===== src/rtl/sevenseg_pkg.sv =====
// Shared types and constants for the seven-segment digit scanner.
// Optional leading-zero blanking is enabled by defining SEVENSEG_LZB_EN.
package sevenseg_pkg;

  localparam int unsigned NIBBLE_W  = 4;
  localparam logic        ANODE_OFF = 1'b0;

  typedef enum logic [1:0] {
    S_IDLE  = 2'd0,
    S_BLANK = 2'd1,
    S_DRIVE = 2'd2
  } scan_state_t;

  // Counter width for a range of n values, never narrower than one bit.
  function automatic int unsigned clog2_min1(input int unsigned n);
    return ($clog2(n) < 1) ? 1 : $clog2(n);
  endfunction

endpackage


===== src/rtl/sevenseg_scan_if.sv =====
// Host-side bus of the digit scanner: control/value in, decoder feed and anodes out.
interface sevenseg_scan_if
  import sevenseg_pkg::*;
#(
  parameter int unsigned NDIGITS = 4
);

  logic                          en;
  logic                          load;
  logic [NIBBLE_W*NDIGITS-1:0]   value;
  logic [NIBBLE_W-1:0]           digit;
  logic [NDIGITS-1:0]            anode;
  logic                          blank;
  logic                          frame_done;

  modport master (
    output en, load, value,
    input  digit, anode, blank, frame_done
  );

  modport slave (
    input  en, load, value,
    output digit, anode, blank, frame_done
  );

endinterface


===== src/rtl/sevenseg_slot_timer.sv =====
// Slot cycle counter and digit index with slot/frame end strobes.
module sevenseg_slot_timer
  import sevenseg_pkg::*;
#(
  parameter int unsigned NDIGITS = 4,
  parameter int unsigned DIV     = 50000,
  parameter int unsigned CNT_W   = 16,
  parameter int unsigned IDX_W   = 2
) (
  input  logic             clk,
  input  logic             rst_n,
  input  logic             i_run,
  output logic [CNT_W-1:0] o_cnt,
  output logic [IDX_W-1:0] o_idx_nxt_c,
  output logic             o_slot_end_c,
  output logic             o_frame_end_c
);

  logic [CNT_W-1:0] r_cnt;
  logic [IDX_W-1:0] r_idx;
  logic [CNT_W-1:0] w_cnt_nxt;
  logic [IDX_W-1:0] w_idx_nxt;
  logic             w_slot_end;
  logic             w_frame_end;

  // Counting stops and clears whenever the scanner is not running.
  always_comb begin
    w_slot_end  = (r_cnt == CNT_W'(DIV - 1));
    w_frame_end = w_slot_end && (r_idx == IDX_W'(NDIGITS - 1));
    w_cnt_nxt   = '0;
    w_idx_nxt   = '0;
    if (i_run) begin
      if (w_slot_end) begin
        w_cnt_nxt = '0;
        w_idx_nxt = w_frame_end ? '0 : r_idx + IDX_W'(1);
      end else begin
        w_cnt_nxt = r_cnt + CNT_W'(1);
        w_idx_nxt = r_idx;
      end
    end
  end

  always_ff @(posedge clk or negedge rst_n) begin
    if (!rst_n) begin
      r_cnt <= '0;
      r_idx <= '0;
    end else begin
      r_cnt <= w_cnt_nxt;
      r_idx <= w_idx_nxt;
    end
  end

  assign o_cnt         = r_cnt;
  assign o_idx_nxt_c   = w_idx_nxt;
  assign o_slot_end_c  = w_slot_end;
  assign o_frame_end_c = w_frame_end;

endmodule


===== src/rtl/sevenseg_scan.sv =====
// Time-multiplexed digit scanner with anode dead-time and frame-aligned value loads.
// Define SEVENSEG_LZB_EN to dark the anodes of leading-zero digits.
module sevenseg_scan
  import sevenseg_pkg::*;
#(
  parameter int unsigned NDIGITS = 4,
  parameter int unsigned DIV     = 50000,
  parameter int unsigned BLANK   = 8
) (
  input  logic            clk,
  input  logic            reset_n,
  sevenseg_scan_if.slave  bus
);

  localparam int unsigned CNT_W      = clog2_min1(DIV);
  localparam int unsigned IDX_W      = clog2_min1(NDIGITS);
  localparam int unsigned VAL_W      = NIBBLE_W * NDIGITS;
  localparam int unsigned BLANK_LAST = (BLANK == 0) ? 0 : BLANK - 1;

  logic [1:0]          r_rst_sync;
  logic                w_rst_n;
  scan_state_t         r_state;
  scan_state_t         w_state_nxt;
  logic [CNT_W-1:0]    w_cnt;
  logic [IDX_W-1:0]    w_idx_nxt;
  logic                w_slot_end;
  logic                w_frame_end;
  logic                w_run;
  logic                w_frame_bnd;
  logic [VAL_W-1:0]    r_active;
  logic [VAL_W-1:0]    r_pending;
  logic                r_pend_vld;
  logic [VAL_W-1:0]    w_active_nxt;
  logic [VAL_W-1:0]    w_pending_nxt;
  logic                w_pend_vld_nxt;
  logic [NIBBLE_W-1:0] w_sel_nib;
  logic [NDIGITS-1:0]  w_onehot;
  logic                w_lzb_dark;
  logic [NIBBLE_W-1:0] r_digit;
  logic [NIBBLE_W-1:0] w_digit_nxt;
  logic [NDIGITS-1:0]  r_anode;
  logic [NDIGITS-1:0]  w_anode_nxt;
  logic                r_blank;
  logic                w_blank_nxt;
  logic                r_frame_done;
  logic                w_frame_done_nxt;

  // Asynchronous assertion, release aligned to clk.
  always_ff @(posedge clk or negedge reset_n) begin
    if (!reset_n) r_rst_sync <= '0;
    else          r_rst_sync <= {r_rst_sync[0], 1'b1};
  end
  assign w_rst_n = r_rst_sync[1];

  assign w_run       = (r_state != S_IDLE) && bus.en;
  assign w_frame_bnd = (r_state == S_DRIVE) && bus.en && w_frame_end;

  sevenseg_slot_timer #(
    .NDIGITS (NDIGITS),
    .DIV     (DIV),
    .CNT_W   (CNT_W),
    .IDX_W   (IDX_W)
  ) u_timer (
    .clk           (clk),
    .rst_n         (w_rst_n),
    .i_run         (w_run),
    .o_cnt         (w_cnt),
    .o_idx_nxt_c   (w_idx_nxt),
    .o_slot_end_c  (w_slot_end),
    .o_frame_end_c (w_frame_end)
  );

  always_ff @(posedge clk or negedge w_rst_n) begin
    if (!w_rst_n) r_state <= S_IDLE;
    else          r_state <= w_state_nxt;
  end

  always_comb begin
    w_state_nxt = r_state;
    case (r_state)
      S_IDLE: begin
        if (bus.en) w_state_nxt = (BLANK == 0) ? S_DRIVE : S_BLANK;
      end
      S_BLANK: begin
        if (!bus.en)                            w_state_nxt = S_IDLE;
        else if (w_cnt == CNT_W'(BLANK_LAST))   w_state_nxt = S_DRIVE;
      end
      S_DRIVE: begin
        if (!bus.en)         w_state_nxt = S_IDLE;
        else if (w_slot_end) w_state_nxt = (BLANK == 0) ? S_DRIVE : S_BLANK;
      end
      default: w_state_nxt = S_IDLE;
    endcase
  end

  // Displayed value only changes while idle or at a frame wrap; a coincident load wins.
  always_comb begin
    w_active_nxt   = r_active;
    w_pending_nxt  = r_pending;
    w_pend_vld_nxt = r_pend_vld;
    if (bus.load && (r_state == S_IDLE)) begin
      w_active_nxt = bus.value;
    end else if (w_frame_bnd) begin
      if (bus.load)        w_active_nxt = bus.value;
      else if (r_pend_vld) w_active_nxt = r_pending;
      w_pend_vld_nxt = 1'b0;
    end else if (bus.load) begin
      w_pending_nxt  = bus.value;
      w_pend_vld_nxt = 1'b1;
    end
  end

  always_ff @(posedge clk or negedge w_rst_n) begin
    if (!w_rst_n) begin
      r_active   <= '0;
      r_pending  <= '0;
      r_pend_vld <= 1'b0;
    end else begin
      r_active   <= w_active_nxt;
      r_pending  <= w_pending_nxt;
      r_pend_vld <= w_pend_vld_nxt;
    end
  end

  always_comb begin
    w_sel_nib = '0;
    w_onehot  = '0;
    for (int i = 0; i < NDIGITS; i++) begin
      if (w_idx_nxt == IDX_W'(i)) begin
        w_sel_nib   = w_active_nxt[i*NIBBLE_W +: NIBBLE_W];
        w_onehot[i] = 1'b1;
      end
    end
  end

`ifdef SEVENSEG_LZB_EN
  logic [IDX_W-1:0] w_hi_idx;

  always_comb begin
    w_hi_idx = '0;
    for (int i = 0; i < NDIGITS; i++) begin
      if (w_active_nxt[i*NIBBLE_W +: NIBBLE_W] != '0) w_hi_idx = IDX_W'(i);
    end
  end
  assign w_lzb_dark = (w_idx_nxt > w_hi_idx);
`else
  assign w_lzb_dark = 1'b0;
`endif

  // Outputs are decoded from the post-edge state so they line up with the counters.
  always_comb begin
    w_digit_nxt      = '0;
    w_anode_nxt      = {NDIGITS{ANODE_OFF}};
    w_blank_nxt      = 1'b1;
    w_frame_done_nxt = w_frame_bnd;
    case (w_state_nxt)
      S_BLANK: begin
        w_digit_nxt = w_sel_nib;
      end
      S_DRIVE: begin
        w_digit_nxt = w_sel_nib;
        if (!w_lzb_dark) begin
          w_anode_nxt = w_onehot;
          w_blank_nxt = 1'b0;
        end
      end
      default: begin
        w_digit_nxt = '0;
      end
    endcase
  end

  always_ff @(posedge clk or negedge w_rst_n) begin
    if (!w_rst_n) begin
      r_digit      <= '0;
      r_anode      <= {NDIGITS{ANODE_OFF}};
      r_blank      <= 1'b1;
      r_frame_done <= 1'b0;
    end else begin
      r_digit      <= w_digit_nxt;
      r_anode      <= w_anode_nxt;
      r_blank      <= w_blank_nxt;
      r_frame_done <= w_frame_done_nxt;
    end
  end

  assign bus.digit      = r_digit;
  assign bus.anode      = r_anode;
  assign bus.blank      = r_blank;
  assign bus.frame_done = r_frame_done;

endmodule

===== src/flat_wrapper.sv =====
// flat-port wrapper written by rule: the top's interface ports become plain ports
module sevenseg_scan_flat import sevenseg_pkg::*;
#(
  parameter int unsigned NDIGITS = 4,
  parameter int unsigned DIV     = 50000,
  parameter int unsigned BLANK   = 8
)
  (clk, reset_n, bus_en, bus_load, bus_value, bus_digit, bus_anode, bus_blank, bus_frame_done);
  sevenseg_scan_if #(.NDIGITS(NDIGITS)) bus_i ();
  input  logic clk;
  input  logic reset_n;
  input wire logic [$bits(bus_i.en)-1:0] bus_en;
  input wire logic [$bits(bus_i.load)-1:0] bus_load;
  input wire logic [$bits(bus_i.value)-1:0] bus_value;
  output wire logic [$bits(bus_i.digit)-1:0] bus_digit;
  output wire logic [$bits(bus_i.anode)-1:0] bus_anode;
  output wire logic [$bits(bus_i.blank)-1:0] bus_blank;
  output wire logic [$bits(bus_i.frame_done)-1:0] bus_frame_done;
  assign bus_i.en = bus_en;
  assign bus_i.load = bus_load;
  assign bus_i.value = bus_value;
  assign bus_digit = bus_i.digit;
  assign bus_anode = bus_i.anode;
  assign bus_blank = bus_i.blank;
  assign bus_frame_done = bus_i.frame_done;
  sevenseg_scan #(.NDIGITS(NDIGITS), .DIV(DIV), .BLANK(BLANK)) u_core (.clk(clk), .reset_n(reset_n), .bus(bus_i));
endmodule

===== config.mk =====
export PLATFORM = sky130hd
export DESIGN_NAME = sevenseg_scan_flat
export DESIGN_NICKNAME = d
export VERILOG_FILES = /design/src/rtl/sevenseg_pkg.sv /design/src/rtl/sevenseg_scan_if.sv /design/src/rtl/sevenseg_slot_timer.sv /design/src/rtl/sevenseg_scan.sv /design/src/flat_wrapper.sv
export SDC_FILE = /design/constraint.sdc
export NUM_CORES = 1
export LEC_CHECK = 0
export ABC_CLOCK_PERIOD_IN_PS = 3800
export BUFFER_PORTS_ARGS = -buffer_cell sky130_fd_sc_hd__buf_2
export CORE_MARGIN = 2
export CORE_UTILIZATION = 55
export CTS_BUF_LIST = sky130_fd_sc_hd__clkbuf_8
export CTS_CLUSTER_SIZE = 28
export DETAILED_ROUTE_END_ITERATION = 12
export GPL_TIMING_DRIVEN = 0
export PLACE_DENSITY = 0.78
export SLEW_MARGIN = 20
export SYNTH_ARGS = -nofsm -noshare
export SYNTH_HDL_FRONTEND = slang
export SYNTH_SLANG_ARGS = --single-unit

===== constraint.sdc =====
create_clock -name clk -period 3.8 [get_ports clk]
set_clock_uncertainty 0.2 [all_clocks]
set_input_delay 0.19 -clock clk [delete_from_list [all_inputs] [get_ports clk]]
set_output_delay 0.19 -clock clk [all_outputs]
set_load 0.01 [all_outputs]

==> results.ini <==
[status]
status=finished clean

[synthesis]
synth_enable_flop_cells=0
synth_ff_type=sky130_fd_sc_hd__dfrtp_1
avgSynthCellArea_um2=10.4
synthesis.area_um2=3020
post_syn_nets=315
netlist-cell-type-count=45
synth-async-reset-ratio_pct=100
synthesized_flop_and_latch_total=65
synth-warning-count=0
proportion_of_synthesized_chip_area_in_sequential_cells_pct=53.8
netlist_instances=292

[sta]
slew_viol_final=0
clock.fmax_mhz=295
timing.final.setup_violations=0
setup_tns_ns=0
max_slew_margin_pct=45.6
rsz0062_at_grt=false
worst_slew_pin_slew_ns=0.808
finalWorstPathRequiredPeriod_ns=3.39
final_hold_viol_count=0
timing.final.crit_share_pct=89.1

[grt]
gr-usage-all-layers_pct=25.0
grt_first_pass_wirelength_um=11500
first_global_vias=2411
grt-ovfl-total=0
antenna_violations_before_repair=0
grt_max_degree=50

[critical_path]
timing.critical_path.arrival_ns=3.40
crit_path_end_kind=flop
crit_path_start_kind=flop
timing_worst_setup_path_type=reg -> reg
worstPathRequired_ns=3.82
max_fo_critical_path=10
timing.reg2reg.worst_path_depth=7

[clock_network]
root_buffer_selected_by_cts=sky130_fd_sc_hd__clkbuf_8
tritoncts=done
numCtsBuffers=9
clk_transition_reported_paths_ns=0.07
tritoncts_num_sinks=65
htreeDepth=3
clockBufferDepth=2
worstSkewPairLatency_ns=0.35

[finish]
layout-drive-gt1-share_pct=20.1
fillers=389
area_growth_syn_to_layout_pct=22.1
fin_nets=376
insertedDiodeCount=0
finish.cell_count_without_fillers=428

[die]
initial_utilization_pct=58.1
fp.dieW_um=78.2
fp.dieArea_um2=6110
die-height_um=78.2
num_io_pins=30
fp-row-count=26
design.core.area_um2=5200

[place]
gp_congestion=0.846
portBuffers=29
dpl.cell_count=392
hpwl_um=4800

[detailed_routing]
wirelength_um=7130
route.vias.total=2505
detailedRoute.firstPassIterationCount=4
routedWlPerCell_um=16.7
remaining_drc_errors=0
number_of_violations_reported_at_the_end_of_detailed_routing_iteration_0=143
vias_per_cell=5.85
ant_nets=0

[power]
p_per_area_nw_per_um2=404
peakVddDrop_v=0.000245
cellLeakagePower_nw=1.57

[worst_hold_path]
timing.hold.worst.class=reg -> async

[job]
cap_viol_max_count=0

-- layer usage --
layer / vias to the layer above / global-route usage [%] / part of all wire [%]
li1: 1179 / - / -
met1: 1219 / 32.9 / 44
met2: 93 / 38.4 / 48
met3: 14 / 7.36 / 6.4
met4: 0 / 11.2 / 2.1
met5: - / 0 / 0
-- registers in the layout, indices dropped and copies added (netlist names) --
name,cells
u_core.r_active,16
u_core.r_pending,16
u_core.u_timer.o_cnt,16
u_core.bus.anode,4
u_core.bus.digit,4
u_core.r_rst_sync,2
u_core.r_state,2
u_core.u_timer.r_idx,2
u_core.bus.blank,1
u_core.bus.frame_done,1
u_core.r_pend_vld,1
-- synth_stat cells (3+ instances only) --
library cell               number  area share [%]
sky130_fd_sc_hd__clkbuf_1       9             1.1
sky130_fd_sc_hd__nor2_1        61             7.6
sky130_fd_sc_hd__o21ai_0       17             2.8
sky130_fd_sc_hd__or4_4          3             1.1
sky130_fd_sc_hd__o221a_2        3             1.1
sky130_fd_sc_hd__o221a_1        3             1.1
sky130_fd_sc_hd__a31oi_1        5             1.0
sky130_fd_sc_hd__xor2_1         5             1.4
sky130_fd_sc_hd__nand2_1       10             1.2
sky130_fd_sc_hd__inv_1          5            0.62
sky130_fd_sc_hd__nand4_1        6             1.2
sky130_fd_sc_hd__a21oi_1        7             1.2
sky130_fd_sc_hd__and2_1         3            0.62
sky130_fd_sc_hd__and3_1         3            0.62
sky130_fd_sc_hd__nor4_1         3            0.62
sky130_fd_sc_hd__nor3_1         8             1.3
sky130_fd_sc_hd__mux2_2        16             6.0
sky130_fd_sc_hd__nand3_1        7             1.2
sky130_fd_sc_hd__ha_1           3             1.2
sky130_fd_sc_hd__dfrtp_1       64              53
sky130_fd_sc_hd__xnor2_1        9             2.6
sky130_fd_sc_hd__o22ai_1       11             2.3
-- cell usage in the layout (no fill, tap or decap), types with 6 or more instances in the layout --
master                           n
sky130_fd_sc_hd__clkbuf_1        9
sky130_fd_sc_hd__dfrtp_1        63
sky130_fd_sc_hd__nor2_1         61
sky130_fd_sc_hd__a21oi_1         7
sky130_fd_sc_hd__nand4_1         6
sky130_fd_sc_hd__buf_2          29
sky130_fd_sc_hd__nand2_1        10
sky130_fd_sc_hd__nand3_1         7
sky130_fd_sc_hd__clkbuf_8       10
sky130_fd_sc_hd__o22ai_1        11
sky130_fd_sc_hd__mux2_2         16
sky130_fd_sc_hd__xnor2_1         9
sky130_fd_sc_hd__inv_1           8
sky130_fd_sc_hd__nor3_1          8
sky130_fd_sc_hd__dlygate4sd3_1  20
sky130_fd_sc_hd__o21ai_0        17
-- cells by family (layout without fill, tap and decap cells) --
family	Yosys count	in the layout	synth area share (%)
AND/OR/NAND/NOR	123	123	20.8
adder cells (fa/ha/maj)	3	3	1.24
other	1	1	0.124
AO/OA/AOI/OAI	54	54	11.5
multiplexers	16	16	5.96
XOR/XNOR	14	14	4.05
flip-flops	65	65	53.8
buffers and inverters	16	82	2.48
-- worst paths after layout --
check                                    startpoint                  end  slack [ns]
max                        u_core.u_timer.o_cnt[11]  u_core.bus.digit[2]        0.41
min                            u_core.r_rst_sync[1]  u_core.r_pending[3]        0.10
max reg2reg                u_core.u_timer.o_cnt[11]  u_core.bus.digit[2]        0.41
min reg2reg                    u_core.r_rst_sync[1]  u_core.r_pending[3]        0.10
max in group asynchronous      u_core.r_rst_sync[1]  u_core.r_active[14]        2.25
min in group clk                           bus_load  u_core.r_active[10]        0.12
-- metrics by stage --
stage                     area (um2)  hold WS (ns)  setup WS (ns)  utilization [%]  total power, mW
after floorplan                 3020        -0.306          0.768                -            0.869
after global placement          3260        -0.225          0.295             62.6            0.907
after detailed placement        3290        -0.223          0.266             63.2            0.922
after CTS                       3680         0.106          0.242             70.6             1.50
after global routing            3690         0.120          0.295             70.9             1.56
final                           3690         0.103          0.413             70.9             1.49
-- cell type report --
| class | count | area (um2) | share of cell area (%) |
|---|---|---|---|
| Buffer | 11 | 56.3 | 1.53 |
| Clock buffer | 10 | 138 | 3.73 |
| Clock inverter | 6 | 51.3 | 1.39 |
| Inverter | 5 | 18.8 | 0.508 |
| Multi-Input combinational cell | 211 | 1340 | 36.2 |
| Sequential cell | 65 | 1630 | 44.2 |
| Tap cell | 70 | 87.6 | 2.37 |
| Timing Repair Buffer | 50 | 373 | 10.1 |
-- what timing repair did --
action,4_1_cts,5_1_grt
hold buffers,20,0
endpoints found under the hold margin,50,0
buffers inserted,0,0
endpoints found under the setup margin,0,1
gates resized for setup,0,1
-- critical path: stages (launching register included) --
cell and delay (ns):
sky130_fd_sc_hd__dfrtp_1 0.44, sky130_fd_sc_hd__or4_4 0.59, sky130_fd_sc_hd__or4_4 0.53, sky130_fd_sc_hd__buf_6 0.15, sky130_fd_sc_hd__clkbuf_1 0.23, sky130_fd_sc_hd__o21ai_0 0.71, sky130_fd_sc_hd__o21ai_0 0.21, sky130_fd_sc_hd__nor4bb_1 0.19
-- power breakdown --
group          switching (mW)  total, mW  internal (mW)  leakage (nW)
Clock                   0.254      0.565          0.311         0.110
Combinational          0.0783      0.156         0.0782         0.655
Sequential             0.0256      0.771          0.746         0.802
Note: power is estimated with default switching activity, not from simulation.
